[config.mk]
export PLATFORM = sky130hd
export DESIGN_NAME = sa_wrr_arbiter
export DESIGN_NICKNAME = d
export VERILOG_FILES = /design/src/rtl/sa_wrr_arbiter.sv
export SDC_FILE = /design/constraint.sdc
export NUM_CORES = 1
export LEC_CHECK = 0
export CAP_MARGIN = 20
export CORE_MARGIN = 2
export CORE_UTILIZATION = 35
export CTS_CLUSTER_SIZE = 14
export DETAILED_ROUTE_END_ITERATION = 12
export HOLD_SLACK_MARGIN = 0.1
export PLACE_DENSITY = 0.82
export SYNTH_ARGS = -nofsm -noshare
export SYNTH_HDL_FRONTEND = slang
export SYNTH_SLANG_ARGS = --single-unit
export TNS_END_PERCENT = 5
[constraint.sdc]
create_clock -name ACLK_i -period 5.6 [get_ports ACLK_i]
set_input_delay 0.56 -clock ACLK_i [delete_from_list [all_inputs] [get_ports ACLK_i]]
set_output_delay 0.56 -clock ACLK_i [all_outputs]
set_load 0.005 [all_outputs]
[src/rtl/sa_wrr_arbiter.sv]
// Weighted round-robin / fixed-priority request arbiter with a single registered
// output slot; the winner's payload and index are held until downstream accepts.
module sa_wrr_arbiter #(
  parameter int                        REQ_AMT    = 4,
  parameter int                        REQ_ID_W   = $clog2(REQ_AMT),
  parameter int                        PAYLOAD_W  = 45,
  parameter logic [0:(REQ_AMT*32)-1]   REQ_WEIGHT = {32'd5, 32'd3, 32'd2, 32'd1},
  parameter int                        CREDIT_W   = 8,
  parameter int                        ARB_MODE   = 0
) (
  input  logic                           ACLK_i,
  input  logic                           ARESETn_i,
  input  logic [REQ_AMT-1:0]             req_valid_i,
  input  logic [PAYLOAD_W*REQ_AMT-1:0]   req_payload_i,
  input  logic [REQ_AMT-1:0]             req_block_i,
  input  logic                           stall_i,
  input  logic                           out_ready_i,
  output logic [REQ_AMT-1:0]             req_ready_o,
  output logic                           out_valid_o,
  output logic [PAYLOAD_W-1:0]           out_payload_o,
  output logic [REQ_ID_W-1:0]            out_id_o,
  output logic                           ord_wr_en_o
);

  localparam int IDX_W = (REQ_ID_W > 0) ? REQ_ID_W : 1;

  function automatic logic [CREDIT_W-1:0] eff_weight(input int idx);
    logic [31:0]         w;
    logic [CREDIT_W-1:0] t;
    w = REQ_WEIGHT[idx*32 +: 32];
    t = CREDIT_W'(w);
    return (t == '0) ? CREDIT_W'(1) : t;
  endfunction

  logic [REQ_AMT-1:0]  eligible;
  logic                load;
  logic                arb_p0;
  logic [IDX_W-1:0]    win_id_p0;
  logic                keep_p0;
  logic                found;
  logic [IDX_W-1:0]    ptr;
  logic [CREDIT_W-1:0] credit;

  // Stage p0: combinational arbitration
  assign eligible = req_valid_i & ~req_block_i & {REQ_AMT{~stall_i}};
  assign load     = ~out_valid_o | out_ready_i;
  assign arb_p0   = load & (|eligible);

  always_comb begin
    win_id_p0 = '0;
    keep_p0   = 1'b0;
    found     = 1'b0;
    if (ARB_MODE == 1) begin
      for (int i = REQ_AMT - 1; i >= 0; i--) begin
        if (eligible[i]) win_id_p0 = IDX_W'(i);
      end
    end else if (eligible[ptr] && (credit != '0)) begin
      win_id_p0 = ptr;
      keep_p0   = 1'b1;
    end else begin
      // Search starts just after the last winner and ends on it.
      for (int k = 1; k <= REQ_AMT; k++) begin
        if (!found && eligible[(int'(ptr) + k) % REQ_AMT]) begin
          win_id_p0 = IDX_W'((int'(ptr) + k) % REQ_AMT);
          found     = 1'b1;
        end
      end
    end
  end

  always_comb begin
    req_ready_o = '0;
    if (arb_p0 && ARESETn_i) req_ready_o[win_id_p0] = 1'b1;
  end

  // Stage p1: registered winner and quota state
  always_ff @(posedge ACLK_i or negedge ARESETn_i) begin
    if (!ARESETn_i) begin
      ptr           <= IDX_W'(REQ_AMT - 1);
      credit        <= '0;
      out_valid_o   <= 1'b0;
      out_payload_o <= '0;
      out_id_o      <= '0;
    end else if (load) begin
      out_valid_o <= |eligible;
      if (arb_p0) begin
        out_payload_o <= req_payload_i[int'(win_id_p0)*PAYLOAD_W +: PAYLOAD_W];
        out_id_o      <= REQ_ID_W'(win_id_p0);
        if (ARB_MODE == 0) begin
          if (keep_p0) begin
            credit <= credit - CREDIT_W'(1);
          end else begin
            ptr    <= win_id_p0;
            credit <= eff_weight(int'(win_id_p0)) - CREDIT_W'(1);
          end
        end
      end
    end
  end

  assign ord_wr_en_o = out_valid_o & out_ready_i & ARESETn_i;

endmodule

==> results.py <==
metrics = {
    "worst_setup_path": {
        "critical_path_class": "in -> out",
        "worstPathArrival_ps": 4170,
        "worstSetupEndpointType": "output port",
        "startpoint_type": "input pin",
        "crit_required_ps": 5040,
        "cp_max_fo": 27,
    },
    "logic_synthesis": {
        "synth-adder-area-share_pct": 0.855,
        "synth-edff-count": 0,
        "synth_cells": 548,
        "syn-num-nets": 743,
        "synth.distinct_cells": 49,
        "synth_warnings": 0,
        "yosysMostFrequentCell": "nand2_1",
        "muxShareOfSynthArea_pct": 0.456,
        "synthTopCellsByCount": "nand2_1 (110), nand3_1 (92), a22oi_1 (89), dfrtp_1 (56), o211a_1 (45)",
        "synth_ff_type": "dfrtp_1",
        "syn_avg_cell_area_um2": 8.01,
        "ys_seq_area_share_pct": 33.1,
        "ys_ff_latch": 58,
        "synth_simple_gate_area_share_pct": 26.1,
        "ys_async_sr_fraction_pct": 100,
        "yosysTopAreaCell": "dfrtp_1",
        "synth_compound_area_share_pct": 33.7,
        "synthTopCellsByArea": "dfrtp_1 (32%), a22oi_1 (15%), nand3_1 (10%)",
        "synthesis.area_um2": 4390,
        "synthXorXnorAreaFrac_pct": 0,
        "yosysTopAreaCellShare_pct": 31.9,
        "synth_top_family_by_area": "compound AO/OA/AOI/OAI gates",
    },
    "timing": {
        "setup_viol": 0,
        "tns_ps": 0,
        "relSlewSlack_pct": 34.1,
        "hold_viol": 0,
        "finalClockSkew_ps": 6.34,
        "worst_pin_slew_ps": 989,
        "max_freq_mhz": 211,
        "maxSlewViolCount": 0,
        "finalCritPeriodShare_pct": 84.5,
        "grt_setup_unrepaired": "false",
        "fin_crit_ps": 4730,
    },
    "floorplan": {
        "ios": 245,
        "rows": 40,
        "coreArea_um2": 12100,
        "die_h_um": 116,
        "dieWidth_um": 116,
        "dieArea_um2": 13500,
        "initial_core_util_pct": 36.3,
    },
    "finish": {
        "nNetsFinal": 959,
        "finish.utilization_pct": 60.5,
        "multi_input_area_um2": 2740,
        "seqCellArea_um2": 1450,
        "final_cell_area_um2": 7320,
        "drive_gt1_share_pct": 5.59,
        "antenna_cells": 0,
        "nFillCells": 1033,
        "syn_to_final_growth_pct": 66.7,
    },
    "placed_design": {
        "io_buffers": 244,
        "placed_cell_area_um2": 6910,
        "place.gp.congestion": 0.926,
        "dp_hpwl_mm": 12.3,
    },
    "power_and_ir_drop": {
        "leakage_nw": 2.88,
        "vdd_drop_max_mv": 0.414,
        "p_per_area_nw_per_um2": 445,
    },
    "clocking": {
        "cts_inserted_buffers": 9,
        "cts_tree": "done",
        "clk_path_buf_depth": 2,
        "h-tree-depth": 3,
        "clk_pin_slew_ps": 50,
        "cts.repair.resized": 0,
        "clock_latency_ps": 320,
        "cts_root_buf": "clkbuf_16",
        "numClockSinks": 58,
        "postCtsHoldBufs": 0,
        "post_cts_buffers": 0,
    },
    "routing": {
        "drt-initial-drc-count": 525,
        "remaining_drc_errors": 0,
        "num_vias": 5599,
        "ant_nets": 0,
        "post_drt_wl_per_cell_um": 19.3,
        "wl_mm": 18.1,
        "dr.pass1.iters": 7,
        "viasPerCell": 5.98,
    },
    "global_route": {
        "grt_pass1_wl_mm": 26.7,
        "grt_max_degree": 63,
        "grtUsageTotal_pct": 25.1,
        "grt.overflow.total": 0,
        "first_global_vias": 5515,
        "antenna_found_initial": 0,
    },
    "status": {
        "status": "finished clean",
    },
    "flow_run": {
        "max_cap_violations": 0,
    },
    "hold_path": {
        "min_path_type": "in -> async",
    },
}
==> critical path, cell delays in order <==
cell and delay (ps):
clkdlybuf4s50_1 500, or4b_1 500, a41oi_2 550, nand2_1 390
a41oi_4 350, a31oi_4 50, inv_2 400, ha_1 230
and3_1 140, clkdlybuf4s50_1 490
==> report_power, final <==
part           leakage (nW)  switching (W)  internal (W)  total, W
clock network         0.166       0.000193      0.000432  0.000625
registers             0.663       0.000169      0.000627  0.000796
logic                  2.05       0.000943      0.000894   0.00184
total                  2.88        0.00130       0.00195   0.00326
==> logic make-up after synthesis <==
family	Yosys count
compound gates	186
simple gates	245
flops	58
buf+inv	54
fa+ha+maj	3
mux	2
==> metal layers <==
layer | GRT usage [%] | part of all wire [%] | up-vias
met2 | 46.3 | 50 | 349
met3 | 5.44 | 9.5 | 65
met5 | 0 | 0 | -
met4 | 9.76 | 3.0 | 0
li1 | - | - | 2518
met1 | 28.0 | 38 | 2667
==> placed cells by master, fill, tap and decap left out, drive strengths merged, types with 2 or more instances in the layout <==
master,count
buf,10
nand4,2
o21ai,21
a21o,2
o31ai,2
nor3,8
dfstp,2
nor2b,6
nand3b,2
nand3,92
nand4bb,2
clkdlybuf4s50,243
and3,6
mux2i,2
nor2,7
and2,2
o211a,45
a22o,2
nand2,110
a31oi,6
nand2b,4
dfrtp,56
clkinv,3
inv,6
ha,3
o22ai,2
bufinv,3
a21oi,4
clkbuf,10
a31o,2
a41oi,2
a22oi,89
==> area by class of cell <==
type / count / area share [%]
timing repair buffer: 253 / 35.0
clock inverter: 6 / 1.44
multi-input combinational: 436 / 37.4
clock buffer: 10 / 3.13
tap: 168 / 2.87
sequential: 58 / 19.9
inverter: 6 / 0.308
==> metrics by stage <==
step	hold slack [ps]	worst slack, ps	total power, W	instances
after global placement	465	1010	0.00252	918
after detailed placement	476	777	0.00259	918
final	401	871	0.00326	937
after floorplan	264	2230	0.00181	548
after CTS	444	918	0.00323	934
after global routing	480	669	0.00347	937
==> state kept, by name, summed over array words and instances, names as in the netlist <==
register and flops:
out_id_o 2, ptr 2, out_valid_o 1, credit 8, out_payload_o 45
==> final timing paths <==
check	end	startpoint	slack (ps)	cells past startpoint
worst max register to register	credit[6]$_DFFE_PN0P_	ptr[0]$_DFFE_PN1P_	1140	15
worst min-delay path	out_payload_o[10]$_DFFE_PN0P_	ARESETn_i	400	2
min in group ACLK_i	out_id_o[1]$_DFFE_PN0P_	out_id_o[1]$_DFFE_PN0P_	490	1
worst min register to register	out_id_o[1]$_DFFE_PN0P_	out_id_o[1]$_DFFE_PN0P_	490	1
worst max-delay path	req_ready_o[2]	req_valid_i[0]	870	10
max in group asynchronous	out_payload_o[13]$_DFFE_PN0P_	ARESETn_i	4660	2
Note: power is estimated with default switching activity, not from simulation.
